`src/rtl/bilat_sng_rx_pkg.sv`:
```
// Shared definitions for the bilateral stop-and-go (BSNG) keystream link:
// default seeds, LFSR tap masks, monitor state encoding and feedback helpers.
package bilat_sng_rx_pkg;

    localparam logic [31:0] DEF_SEED1  = 32'hACE1_2468;
    localparam logic [31:0] DEF_SEED2  = 32'h1357_9BDF;

    // Tap masks: LFSR1 uses bits 31,21,1,0 and LFSR2 uses bits 31,6,4,2,1,0
    localparam logic [31:0] LFSR1_TAPS = 32'h8020_0003;
    localparam logic [31:0] LFSR2_TAPS = 32'h8000_0057;

    typedef enum logic {
        HUNT   = 1'b0,
        LOCKED = 1'b1
    } mon_state_e;

    function automatic logic lfsr_fb(input logic [31:0] q, input logic [31:0] taps);
        return ^(q & taps);
    endfunction

    function automatic logic [31:0] lfsr_shift(input logic [31:0] q, input logic [31:0] taps);
        return {q[30:0], lfsr_fb(q, taps)};
    endfunction

endpackage

```
`src/rtl/bilat_sng_rx_bsng_core.sv`:
```
// BSNG keystream generator: two clock-enabled Fibonacci LFSRs clocking each
// other stop-and-go style. Shared by the transmit and receive ends of the link.
module bsng_core
    import bilat_sng_rx_pkg::*;
#(
    parameter logic [31:0] SEED1 = DEF_SEED1,
    parameter logic [31:0] SEED2 = DEF_SEED2
) (
    input  logic        clk,
    input  logic        rst,
    input  logic        step,
    input  logic        load,
    input  logic [31:0] seed1,
    input  logic [31:0] seed2,
    output logic        ks
);

    logic [31:0] q1_r, q2_r;
    logic [31:0] src1_s, src2_s;
    logic [31:0] nxt1_s, nxt2_s;
    logic        en1_s, en2_s;

    // Select the working state (seeds on a frame start) and apply the step rule to it
    always_comb begin
        src1_s = q1_r;
        src2_s = q2_r;
        if (load) begin
            src1_s = seed1;
            src2_s = seed2;
        end else begin
            src1_s = q1_r;
            src2_s = q2_r;
        end

        // LFSR2 pauses on a 01 top pair; LFSR1 pauses on its own 01 pair only while LFSR2 runs
        en2_s = ~(~src2_s[31] & src2_s[30]);
        en1_s = ~(en2_s & ~src1_s[31] & src1_s[30]);

        nxt1_s = src1_s;
        nxt2_s = src2_s;
        if (en1_s) begin
            nxt1_s = lfsr_shift(src1_s, LFSR1_TAPS);
        end else begin
            nxt1_s = src1_s;
        end
        if (en2_s) begin
            nxt2_s = lfsr_shift(src2_s, LFSR2_TAPS);
        end else begin
            nxt2_s = src2_s;
        end
    end

    assign ks = src1_s[0] ^ src2_s[0];

    // LFSR state registers, advanced only on an accepted bit
    always_ff @(posedge clk or posedge rst) begin
        if (rst) begin
            q1_r <= SEED1;
            q2_r <= SEED2;
        end else if (step) begin
            q1_r <= nxt1_s;
            q2_r <= nxt2_s;
        end
    end

endmodule

```
`src/rtl/bilat_sng_rx.sv`:
```
// BSNG link receiver: descrambles the serial stream with a local keystream and
// watches descrambled idle (all-zero) traffic to report lock and an error count.
module bilat_sng_rx
    import bilat_sng_rx_pkg::*;
#(
    parameter logic [31:0] SEED1    = DEF_SEED1,
    parameter logic [31:0] SEED2    = DEF_SEED2,
    parameter int          LOCK_CNT = 32,
    parameter int          LOSS_CNT = 4,
    parameter int          ERRW     = 16
) (
    input  logic            clk,
    input  logic            rst,
    input  logic            seed_we,
    input  logic [31:0]     seed1_in,
    input  logic [31:0]     seed2_in,
    input  logic            in_valid,
    output logic            in_ready,
    input  logic            in_data,
    input  logic            in_sof,
    output logic            out_valid,
    input  logic            out_ready,
    output logic            out_data,
    output logic            locked,
    output logic [ERRW-1:0] err_cnt
);

    localparam int            ZW     = $clog2(LOCK_CNT + 1);
    localparam int            EW     = $clog2(LOSS_CNT + 1);
    localparam logic [ZW-1:0] LOCK_V = ZW'(LOCK_CNT);
    localparam logic [EW-1:0] LOSS_V = EW'(LOSS_CNT);

    logic [31:0]     seed1_r, seed2_r;
    logic            out_valid_r, out_data_r, locked_r;
    logic [ERRW-1:0] err_cnt_r, err_cnt_n_s;
    mon_state_e      state_r, state_n_s;
    logic [ZW-1:0]   zrun_r, zrun_n_s, zrun_inc_s;
    logic [EW-1:0]   erun_r, erun_n_s, erun_inc_s;
    logic            in_ready_s, acc_s, sof_acc_s, ks_s, bit_s;

    assign in_ready_s = ~out_valid_r | out_ready;
    assign acc_s      = in_valid & in_ready_s;
    assign sof_acc_s  = acc_s & in_sof;
    assign bit_s      = in_data ^ ks_s;
    assign zrun_inc_s = zrun_r + {{(ZW-1){1'b0}}, 1'b1};
    assign erun_inc_s = erun_r + {{(EW-1){1'b0}}, 1'b1};

    bsng_core #(
        .SEED1 (SEED1),
        .SEED2 (SEED2)
    ) u_core (
        .clk   (clk),
        .rst   (rst),
        .step  (acc_s),
        .load  (sof_acc_s),
        .seed1 (seed1_r),
        .seed2 (seed2_r),
        .ks    (ks_s)
    );

    // Seed registers; a zero write falls back to the default seed
    always_ff @(posedge clk or posedge rst) begin
        if (rst) begin
            seed1_r <= SEED1;
            seed2_r <= SEED2;
        end else if (seed_we) begin
            seed1_r <= (seed1_in == 32'h0000_0000) ? SEED1 : seed1_in;
            seed2_r <= (seed2_in == 32'h0000_0000) ? SEED2 : seed2_in;
        end
    end

    // Single-entry output register with pass-through ready
    always_ff @(posedge clk or posedge rst) begin
        if (rst) begin
            out_valid_r <= 1'b0;
            out_data_r  <= 1'b0;
        end else if (acc_s) begin
            out_valid_r <= 1'b1;
            out_data_r  <= bit_s;
        end else if (out_ready) begin
            out_valid_r <= 1'b0;
        end
    end

    // Lock monitor next-state: zero runs acquire lock, one runs lose it
    always_comb begin
        state_n_s   = state_r;
        zrun_n_s    = zrun_r;
        erun_n_s    = erun_r;
        err_cnt_n_s = err_cnt_r;
        if (acc_s) begin
            case (state_r)
                HUNT: begin
                    if (bit_s) begin
                        zrun_n_s = {ZW{1'b0}};
                    end else if (zrun_inc_s == LOCK_V) begin
                        zrun_n_s  = {ZW{1'b0}};
                        state_n_s = LOCKED;
                    end else begin
                        zrun_n_s = zrun_inc_s;
                    end
                end
                LOCKED: begin
                    if (bit_s) begin
                        if (err_cnt_r != {ERRW{1'b1}}) begin
                            err_cnt_n_s = err_cnt_r + {{(ERRW-1){1'b0}}, 1'b1};
                        end else begin
                            err_cnt_n_s = err_cnt_r;
                        end
                        if (erun_inc_s == LOSS_V) begin
                            erun_n_s  = {EW{1'b0}};
                            state_n_s = HUNT;
                        end else begin
                            erun_n_s = erun_inc_s;
                        end
                    end else begin
                        erun_n_s = {EW{1'b0}};
                    end
                end
                default: begin
                    state_n_s = HUNT;
                    zrun_n_s  = {ZW{1'b0}};
                    erun_n_s  = {EW{1'b0}};
                end
            endcase
        end else begin
            state_n_s = state_r;
        end
    end

    // Lock monitor state, run counters and registered status outputs
    always_ff @(posedge clk or posedge rst) begin
        if (rst) begin
            state_r   <= HUNT;
            zrun_r    <= {ZW{1'b0}};
            erun_r    <= {EW{1'b0}};
            err_cnt_r <= {ERRW{1'b0}};
            locked_r  <= 1'b0;
        end else begin
            state_r   <= state_n_s;
            zrun_r    <= zrun_n_s;
            erun_r    <= erun_n_s;
            err_cnt_r <= err_cnt_n_s;
            locked_r  <= (state_n_s == LOCKED);
        end
    end

    assign in_ready  = in_ready_s;
    assign out_valid = out_valid_r;
    assign out_data  = out_data_r;
    assign locked    = locked_r;
    assign err_cnt   = err_cnt_r;

endmodule

```
`config.mk`:
```
export PLATFORM = sky130hd
export DESIGN_NAME = bilat_sng_rx
export DESIGN_NICKNAME = d
export VERILOG_FILES = /design/src/rtl/bilat_sng_rx_pkg.sv /design/src/rtl/bilat_sng_rx_bsng_core.sv /design/src/rtl/bilat_sng_rx.sv
export SDC_FILE = /design/constraint.sdc
export NUM_CORES = 1
export LEC_CHECK = 0
export BUFFER_PORTS_ARGS = -buffer_cell sky130_fd_sc_hd__buf_2
export CAP_MARGIN = 0
export CORE_ASPECT_RATIO = 1.4
export CORE_MARGIN = 2
export CORE_UTILIZATION = 35
export DETAILED_ROUTE_END_ITERATION = 10
export PLACE_DENSITY = 0.56
export SYNTH_ARGS = -nofsm -noshare
export SYNTH_HDL_FRONTEND = slang
export SYNTH_HIERARCHICAL = 1
export SYNTH_SLANG_ARGS = --single-unit
```
`constraint.sdc`:
```
create_clock -name clk -period 4.4 [get_ports clk]
set_input_delay 0.88 -clock clk [delete_from_list [all_inputs] [get_ports clk]]
set_output_delay 0.88 -clock clk [all_outputs]
set_load 0.01 [all_outputs]
```
==> metrics, run 1 <==
outcome complete, no violations; startpoint types input pin; hold crit path type input pin to async pin; Clock Skews 0.0129 ns; first-pass detailed-route iteration total 4; post-synth top area cell dfrtp_1; DR iter-0 viols 180; CTS resizes 0; layout cells sized above 1 39.3%; vias in the first global route ~5500; Vias/cell 5.00; post-CTS setup buffers 0; Crit Path Category input pin to register; dpl hpwl 12000 um; sequential share of the synthesized area 50.2%; fin. max-slew vios 0; clock root buffer clkbuf_16; WP data arrival 3.84 ns; Rows 65; Syn Nets around 770; synthesized area 7950 um^2; Critical Path Max Stage Delay 0.47 ns; H-tree depth 4; Ports just over 90; cts bufs inserted 17; cell mode on critical path mux2_2; Final Cycle Share 80.3%; syn avg cell area 11.5 um^2; design area 9280 um^2; max frequency roughly 0.28 GHz; Worst-Skew Late Latency between 0.4 and 0.5 ns; YS warnings 6; Post-synth EDFFs 0; total track usage 15.0%; async set-or-reset flop fraction in the synthesized netlist 100%; ANT cells 0; post-synth cell types between 50 and 60; P&R area growth vs syn 16.7%; CTS max path bufs 2; Pwr Total 4.97 mW; critical path cell sequence buf_2 -> nand2b_1 -> and3_4 -> mux2_2 -> xnor2_1 -> xor2_2 -> nand4_4 -> a41oi_2 -> mux2_2; WL/cell around 16 um; RSZ-0062 raised after global routing false; most instantiated cells after synthesis dfrtp_1 (90), mux2_2 (85), mux2i_1 (83); Finished Layout Cells ~1100; Max Cap Viol 0; Worst-Margin Slew 0.999 ns; endpoints failing hold 0; dpl cells 1050; first-pass GRT wire length 28800 um; top cells by area, synth dfrtp_1 (28%), dfstp_2 (22%), mux2_2 (12%), mux2i_1 (10%), nor2_1 (3.5%); CP max-delay cell and3_4; total negative setup slack 0 ns; initial antenna violation count 0; TritonCTS clock tree yes; final WL 17400 um; Final Critical Period 3.53 ns; P per Cell Area 536 nW/um^2; Placeable Area between 20000 and 25000 um^2; largest fanout on the critical path 22; WHS 0.465 ns; drt drc 0; clk slew on worst S/H paths 0.07 ns; post-route ant nets 0; Worst setup EP type register; Seq cells post-synth around 160; Setup-failing EPs final 0; die span in y around 180 um; CTS Hold Bufs 0; die area 23900 um^2; Vias 5412; GR Overflow Total 0; Post-Place Cell Area 8680 um^2; Slew Limit Headroom ~33%; Data required, critical path 4.71 ns; Sinks on Clock Net ~160; starting density of the core 35.4%; largest net degree at the start of global routing 90; Synth top area share ~28%; cells after synthesis 689; dominant synthesized flop cell dfrtp_1; LEAKAGE 3.91 nW; Max IR drop VDD between 0.3 and 0.4 mV; number of port buffers 90; most common cell in the netlist dfrtp_1; Die Width around 130 um; Nets 844; routability cong. 0.760
-- per-stage QoR --
| stage | setup slack (ns) | util [%] |
|---|---|---|
| 2_1_floorplan | 0.623 | - |
| 3_3_place_gp | 0.450 | 38.7 |
| 3_5_place_dp | 0.424 | 38.7 |
| 4_1_cts | 0.865 | 41.3 |
| 5_1_grt | 0.680 | 41.3 |
| 6_report | 0.867 | 41.3 |
-- area by class of cell --
class,count,area [um^2]
fill,2234,13200
sequential,156,3990
multi-input combinational,468,3680
timing repair buffer,104,558
clock buffer,17,425
tap,301,377
clock inverter,15,171
inverter,21,81.3
-- critical path, delay by kind of cell --
kind	cells	cell delay, ns
compound gates	1	0.44
mux	2	0.81
buf+inv	1	0.07
xor+xnor	2	0.74
simple gates	3	0.89
-- worst paths after layout --
| check | depth (start not counted) | startpoint | slack (ns) | to |
|---|---|---|---|---|
| worst max-delay path | 9 | out_ready | 0.87 | err_cnt[1] |
| worst min-delay path | 2 | rst | 0.47 | u_core/q2_r[21] |
| worst max register to register | 8 | out_valid | 1.04 | err_cnt[1] |
| worst min register to register | 2 | u_core/q1_r[31] | 0.47 | u_core/q1_r[31] |
| max in group asynchronous | 3 | rst | 2.96 | u_core/q1_r[19] |
| min in group clk | 2 | u_core/q1_r[31] | 0.47 | u_core/q1_r[31] |
-- registers in the layout (all words and copies together) (netlist names) --
| name | cells |
|---|---|
| u_core/q1_r | 32 |
| state_r | 1 |
| erun_r | 3 |
| seed2_r | 32 |
| seed1_r | 32 |
| u_core/q2_r | 32 |
| out_valid | 1 |
| out_data | 1 |
| zrun_r | 6 |
| err_cnt | 16 |
-- cell usage in the layout, fill, tap and decap left out, types with 2 or more instances in the layout --
cell	count
a211oi_1	7
a21o_1	4
a21oi_1	37
a22o_1	2
a31oi_1	17
a41oi_1	2
and2_1	2
and3_1	3
and4_1	2
buf_2	89
buf_4	15
clkbuf_16	17
dfrtp_1	90
dfstp_2	66
ha_1	5
inv_1	19
inv_6	6
inv_8	5
mux2_2	85
mux2i_1	83
mux4_2	5
nand2_1	23
nand2b_1	3
nand3_1	8
nand3b_1	3
nand4_1	16
nor2_1	74
nor2b_1	6
nor3_1	2
nor4_1	16
o21ai_0	14
o22a_1	3
o22ai_1	3
o31ai_1	3
or2_2	3
xnor2_1	16
xor2_1	5
-- where the power goes --
group          internal (mW)  total (mW)  switching (mW)
clock                  0.815        1.48           0.670
combinational          0.710        1.35           0.640
sequential              1.93        2.14           0.211
-- metal layers --
metal	vias up	global-route usage, %	wire [um]
met5	-	0	0
met1	2681	18.5	7750
met4	0	4.13	161
met2	74	26.9	9020
li1	2648	-	-
met3	9	2.83	450
-- kinds of logic (layout without fill, tap and decap cells) --
group | after synthesis | after routing | synth area share [%]
buf+inv | 65 | 157 | 3.67
mux | 174 | 174 | 24.1
simple gates | 169 | 169 | 11.0
compound gates | 97 | 97 | 7.53
flops | 156 | 156 | 50.2
xor+xnor | 23 | 23 | 2.80
fa+ha+maj | 5 | 5 | 0.787
Power figures use the tool's default switching activity.
==> run 2, diff against run 1 <==
PLACE_DENSITY = 0.58   (was 0.56)
clock period = 3.05 ns   (was 4.4 ns; I/O delays follow)
==> metrics, run 2 (synthesis gave the netlist of run 1 again) <==
DR iter-0 viols between 200 and 250; cell mode on critical path xnor2_1; part of the power in registers 42.7%; number of port buffers 90; Data required, critical path 3.38 ns; fill count 2179; endpoints failing hold 0; layout cells sized above 1 39.7%; TritonCTS clock tree yes; ANT cells 0; WP data arrival 2.94 ns; critical path cell sequence nand2b_4 -> and3_4 -> buf_12 -> buf_4 -> mux2i_1 -> xnor2_1 -> xnor2_1 -> o21a_1 -> o31ai_1; outcome complete, no violations; Sinks on Clock Net approximately 160; CTS resizes 0; die span in y between 150 and 200 um; Critical Path Max Stage Delay 0.43 ns; Worst-Margin Slew 0.860 ns; dpl hpwl 11900 um; CTS max path bufs 2; Slew Limit Headroom 42.6%; P_sw 2.13 mW; Placeable Area 22400 um^2; starting density of the core between 30% and 40%; commonest non-fill, non-tap cells in the layout dfrtp_1 (90), buf_2 (89), mux2_2 (84), mux2i_1 (82), nor2_1 (74); RSZ-0062 raised after global routing false; total negative setup slack 0 ns; P per Cell Area 769 nW/um^2; WP buf/inv 2; vias in the first global route 5683; first-pass detailed-route iteration total 6; post-CTS setup buffers 0; H-tree depth 4; Max IR drop VDD about 0.42 mV; startpoint types register; Worst-Skew Late Latency roughly 0.43 ns; Setup-failing EPs final 0; CP max-delay cell buf_4; die area 23900 um^2; initial antenna violation count 0; cell-internal power 5.11 mW; Ports 91; most common cell after layout, fill and taps aside dfrtp_1; WL/cell 15.9 um; Vias 5477; Vias/cell 5.04; Final Critical Period 2.61 ns; Rows 65; final WL 17300 um; Comb pwr share 28.1%; largest net degree at the start of global routing 65; clk slew on worst S/H paths 0.07 ns; fin. max-slew vios 0; post-route ant nets 0; Sw Share 29.4%; drt drc 0; P&R area growth vs syn 18.4%; LEAKAGE between 3 and 4 nW; Clk pwr share 29.2%; CTS Hold Bufs 0; Post-Place Cell Area 8820 um^2; hold crit path type input pin to async pin; clock root buffer clkbuf_16; GR Overflow Total 0; Final Cycle Share 85.4%; Worst setup EP type register; Crit Path Category register to register; Top Family by Delay on Critical Path buffers and inverters; first-pass GRT wire length between 20000 and 30000 um; largest fanout on the critical path 34; Clock Skews 0.0133 ns; cts bufs inserted 17; Nets 848; total track usage between 10% and 20%; Max Cap Viol 0; design area 9410 um^2; Die Width 131 um; routability cong. around 0.73; max frequency 0.384 GHz
[run 2: path summary, 6_finish.rpt]
kind | to | slack (ns) | startpoint | cells past startpoint
max | u_core/q1_r[0] | 0.44 | out_valid | 9
min in group clk | seed1_r[5] | 0.41 | seed1_in[5] | 3
min | seed1_r[24] | 0.19 | rst | 2
max reg2reg | u_core/q1_r[0] | 0.44 | out_valid | 9
min reg2reg | u_core/q1_r[31] | 0.47 | u_core/q1_r[31] | 2
max in group asynchronous | u_core/q2_r[26] | 2.01 | rst | 3
[run 2: final cells by class]
class                           count  area, um^2  area share [%]
Inverter                           21        81.3           0.864
Clock buffer                       20         447            4.75
Timing Repair Buffer              108         638            6.78
Multi-Input combinational cell    468        3740            39.8
Sequential cell                   156        3990            42.4
Clock inverter                     12         139            1.48
Tap cell                          301         377            4.00
[run 2: worst reg2reg max path, stage by stage (launching register included)]
cell      delay, ns
dfrtp_1        0.40
nand2b_4       0.12
and3_4         0.26
buf_12         0.24
buf_4          0.45
mux2i_1        0.36
xnor2_1        0.18
xnor2_1        0.10
o21a_1         0.18
o31ai_1        0.21
[run 2: power groups by stage]
stage / clock network (mW) / registers (mW) / logic [mW]
3_5_place_dp: 0 / 3.12 / 2.05
3_3_place_gp: 0 / 3.11 / 2.01
5_1_grt: 2.26 / 3.17 / 2.29
2_1_floorplan: 0 / 3.02 / 1.68
4_1_cts: 2.19 / 3.09 / 2.06
6_report: 2.12 / 3.09 / 2.03
[run 2: through the flow]
stage / total power, mW / std cells / util, % / setup slack (ns) / hold WS [ns]
2_1_floorplan: 4.70 / 689 / - / 0.0321 / 0.440
3_3_place_gp: 5.12 / 1054 / 39.3 / 0.152 / 0.457
3_5_place_dp: 5.17 / 1054 / 39.3 / 0.128 / 0.463
4_1_cts: 7.34 / 1086 / 41.9 / 0.429 / 0.184
5_1_grt: 7.72 / 1086 / 41.9 / 0.291 / 0.213
6_report: 7.24 / 1086 / 41.9 / 0.445 / 0.189
[run 2: metal layers]
| layer | up-vias | wire length, um | track usage, % |
|---|---|---|---|
| met4 | 0 | 244 | 5.35 |
| met3 | 16 | 545 | 3.33 |
| li1 | 2645 | - | - |
| met1 | 2742 | 7480 | 18.3 |
| met5 | - | 0 | 0 |
| met2 | 74 | 9030 | 27.2 |
==> run 3, diff against run 2 <==
CORE_ASPECT_RATIO = 0.8   (was 1.4)
MAX_ROUTING_LAYER = met4   (was default)
==> metrics, run 3 (synthesis gave the netlist of run 1 again) <==
fin. max-slew vios 0; final WL 17000 um; Rows 49; FF-to-FF End err_cnt[12]; Data required, critical path 3.36 ns; dpl hpwl 11500 um; Die Width 172 um; Setup-failing EPs final 0; Max IR drop VDD a little under 0.4 mV; vias in the first global route ~5300; DR iter-0 viols 299; commonest non-fill, non-tap cells in the layout dfrtp_1 (90), buf_2 (89), mux2_2 (84), mux2i_1 (82), nor2_1 (74); Vias 5370; total negative setup slack 0 ns; Slew Limit Headroom 42.7%; Post-Place Cell Area 8840 um^2; startpoint types register; total track usage 15.3%; Worst setup EP type register; P per Cell Area 769 nW/um^2; largest fanout on the critical path 4; Vias/cell 4.92; TritonCTS clock tree yes; Worst-Margin Slew 0.859 ns; cts bufs inserted 17; RSZ-0062 raised after global routing false; Worst-Skew Late Latency about 0.42 ns; dpl cells 1059; outcome complete, no violations; Ports 91; LEAKAGE 3.96 nW; CTS max path bufs 2; Placeable Area 22400 um^2; die span in y 139 um; ANT cells 0; FF-to-FF path depth 9; die area around 24000 um^2; WL/cell 15.6 um; first-pass detailed-route iteration total 4; drt drc 0; largest net degree at the start of global routing 65; GR Overflow Total 0; Worst R2R Setup Slack roughly 0.47 ns; max frequency 0.388 GHz; initial antenna violation count 0; starting density of the core approximately 36%; clock root buffer clkbuf_16; P&R area growth vs syn 18.7%; post-route ant nets 0; CTS Hold Bufs 0; number of port buffers 90; Crit Path Category register to register; layout cells sized above 1 39.9%; hold crit path type input pin to async pin; Clock Skews 0.0115 ns; most common cell after layout, fill and taps aside dfrtp_1; Max Cap Viol 0; Nets 848; Sinks on Clock Net 156; Reg-to-Reg Start out_valid; Final Critical Period roughly 2.6 ns; design area around 9400 um^2; Finished Layout Cells between 1000 and 1500; routability cong. 0.775; WHS around 0.28 ns; Final Cycle Share 84.5%; endpoints failing hold 0; WP data arrival 2.89 ns; H-tree depth 4; CTS resizes 0; post-CTS setup buffers 0; first-pass GRT wire length approximately 28000 um; clk slew on worst S/H paths 0.07 ns; fill count 2123
[run 3: cell types whose count changed in the layout (fill, tap and decap cells not counted), sizes merged]
cell      before  now
clkinv         6    4
clkinvlp       1    3
[run 3: worst max path at each step]
| stage | startpoint | to | slack [ns] |
|---|---|---|---|
| 6_report | out_valid | err_cnt[12] | 0.47 |
| 4_1_cts | out_valid | err_cnt[14] | 0.47 |
| 2_1_floorplan | out_ready | err_cnt[1] | 0.03 |
| 3_5_place_dp | out_ready | err_cnt[14] | 0.16 |
| 5_1_grt | out_valid | u_core/q1_r[0] | 0.29 |
| 3_3_place_gp | out_ready | err_cnt[1] | 0.19 |
[run 3: layout make-up]
type | count | area [um^2] | area share [%]
inverters | 21 | 81.3 | 0.862
multi-input cells | 468 | 3740 | 39.6
flip-flops and latches | 156 | 3990 | 42.2
clock buffers | 20 | 457 | 4.84
well taps | 306 | 383 | 4.06
repair buffers | 108 | 651 | 6.90
clock inverters | 12 | 136 | 1.45
[run 3: through the flow]
stage	worst slack [ns]	util [%]	power [mW]
final	0.472	42.2	7.26
after global routing	0.288	42.2	7.72
after CTS	0.468	42.2	7.33
after detailed placement	0.162	39.5	5.16
after global placement	0.190	39.5	5.11
after floorplan	0.0321	-	4.70
[run 3: metal layers]
metal	GRT usage, %	share of wire (%)
met4	4.20	1.2
met3	3.28	3.8
met1	22.2	53
met2	21.6	42
met5	-	0
[run 3: power by group]
| group | leakage, nW | total (mW) | switching, mW | internal [mW] |
|---|---|---|---|---|
| combinational | 1.87 | 2.03 | 0.935 | 1.10 |
| sequential | 1.81 | 3.09 | 0.307 | 2.78 |
| clock | 0.283 | 2.14 | 0.882 | 1.26 |
[run 3: worst max-delay path, cell delays in order (launching register included)]
cell and delay (ns):
dfrtp_1 0.42, nand2b_4 0.08, and3_4 0.25, mux2_4 0.36, xnor2_4 0.24, xor2_4 0.20
nand4_4 0.16, nor4_2 0.44, nand4b_1 0.17, xnor2_1 0.15
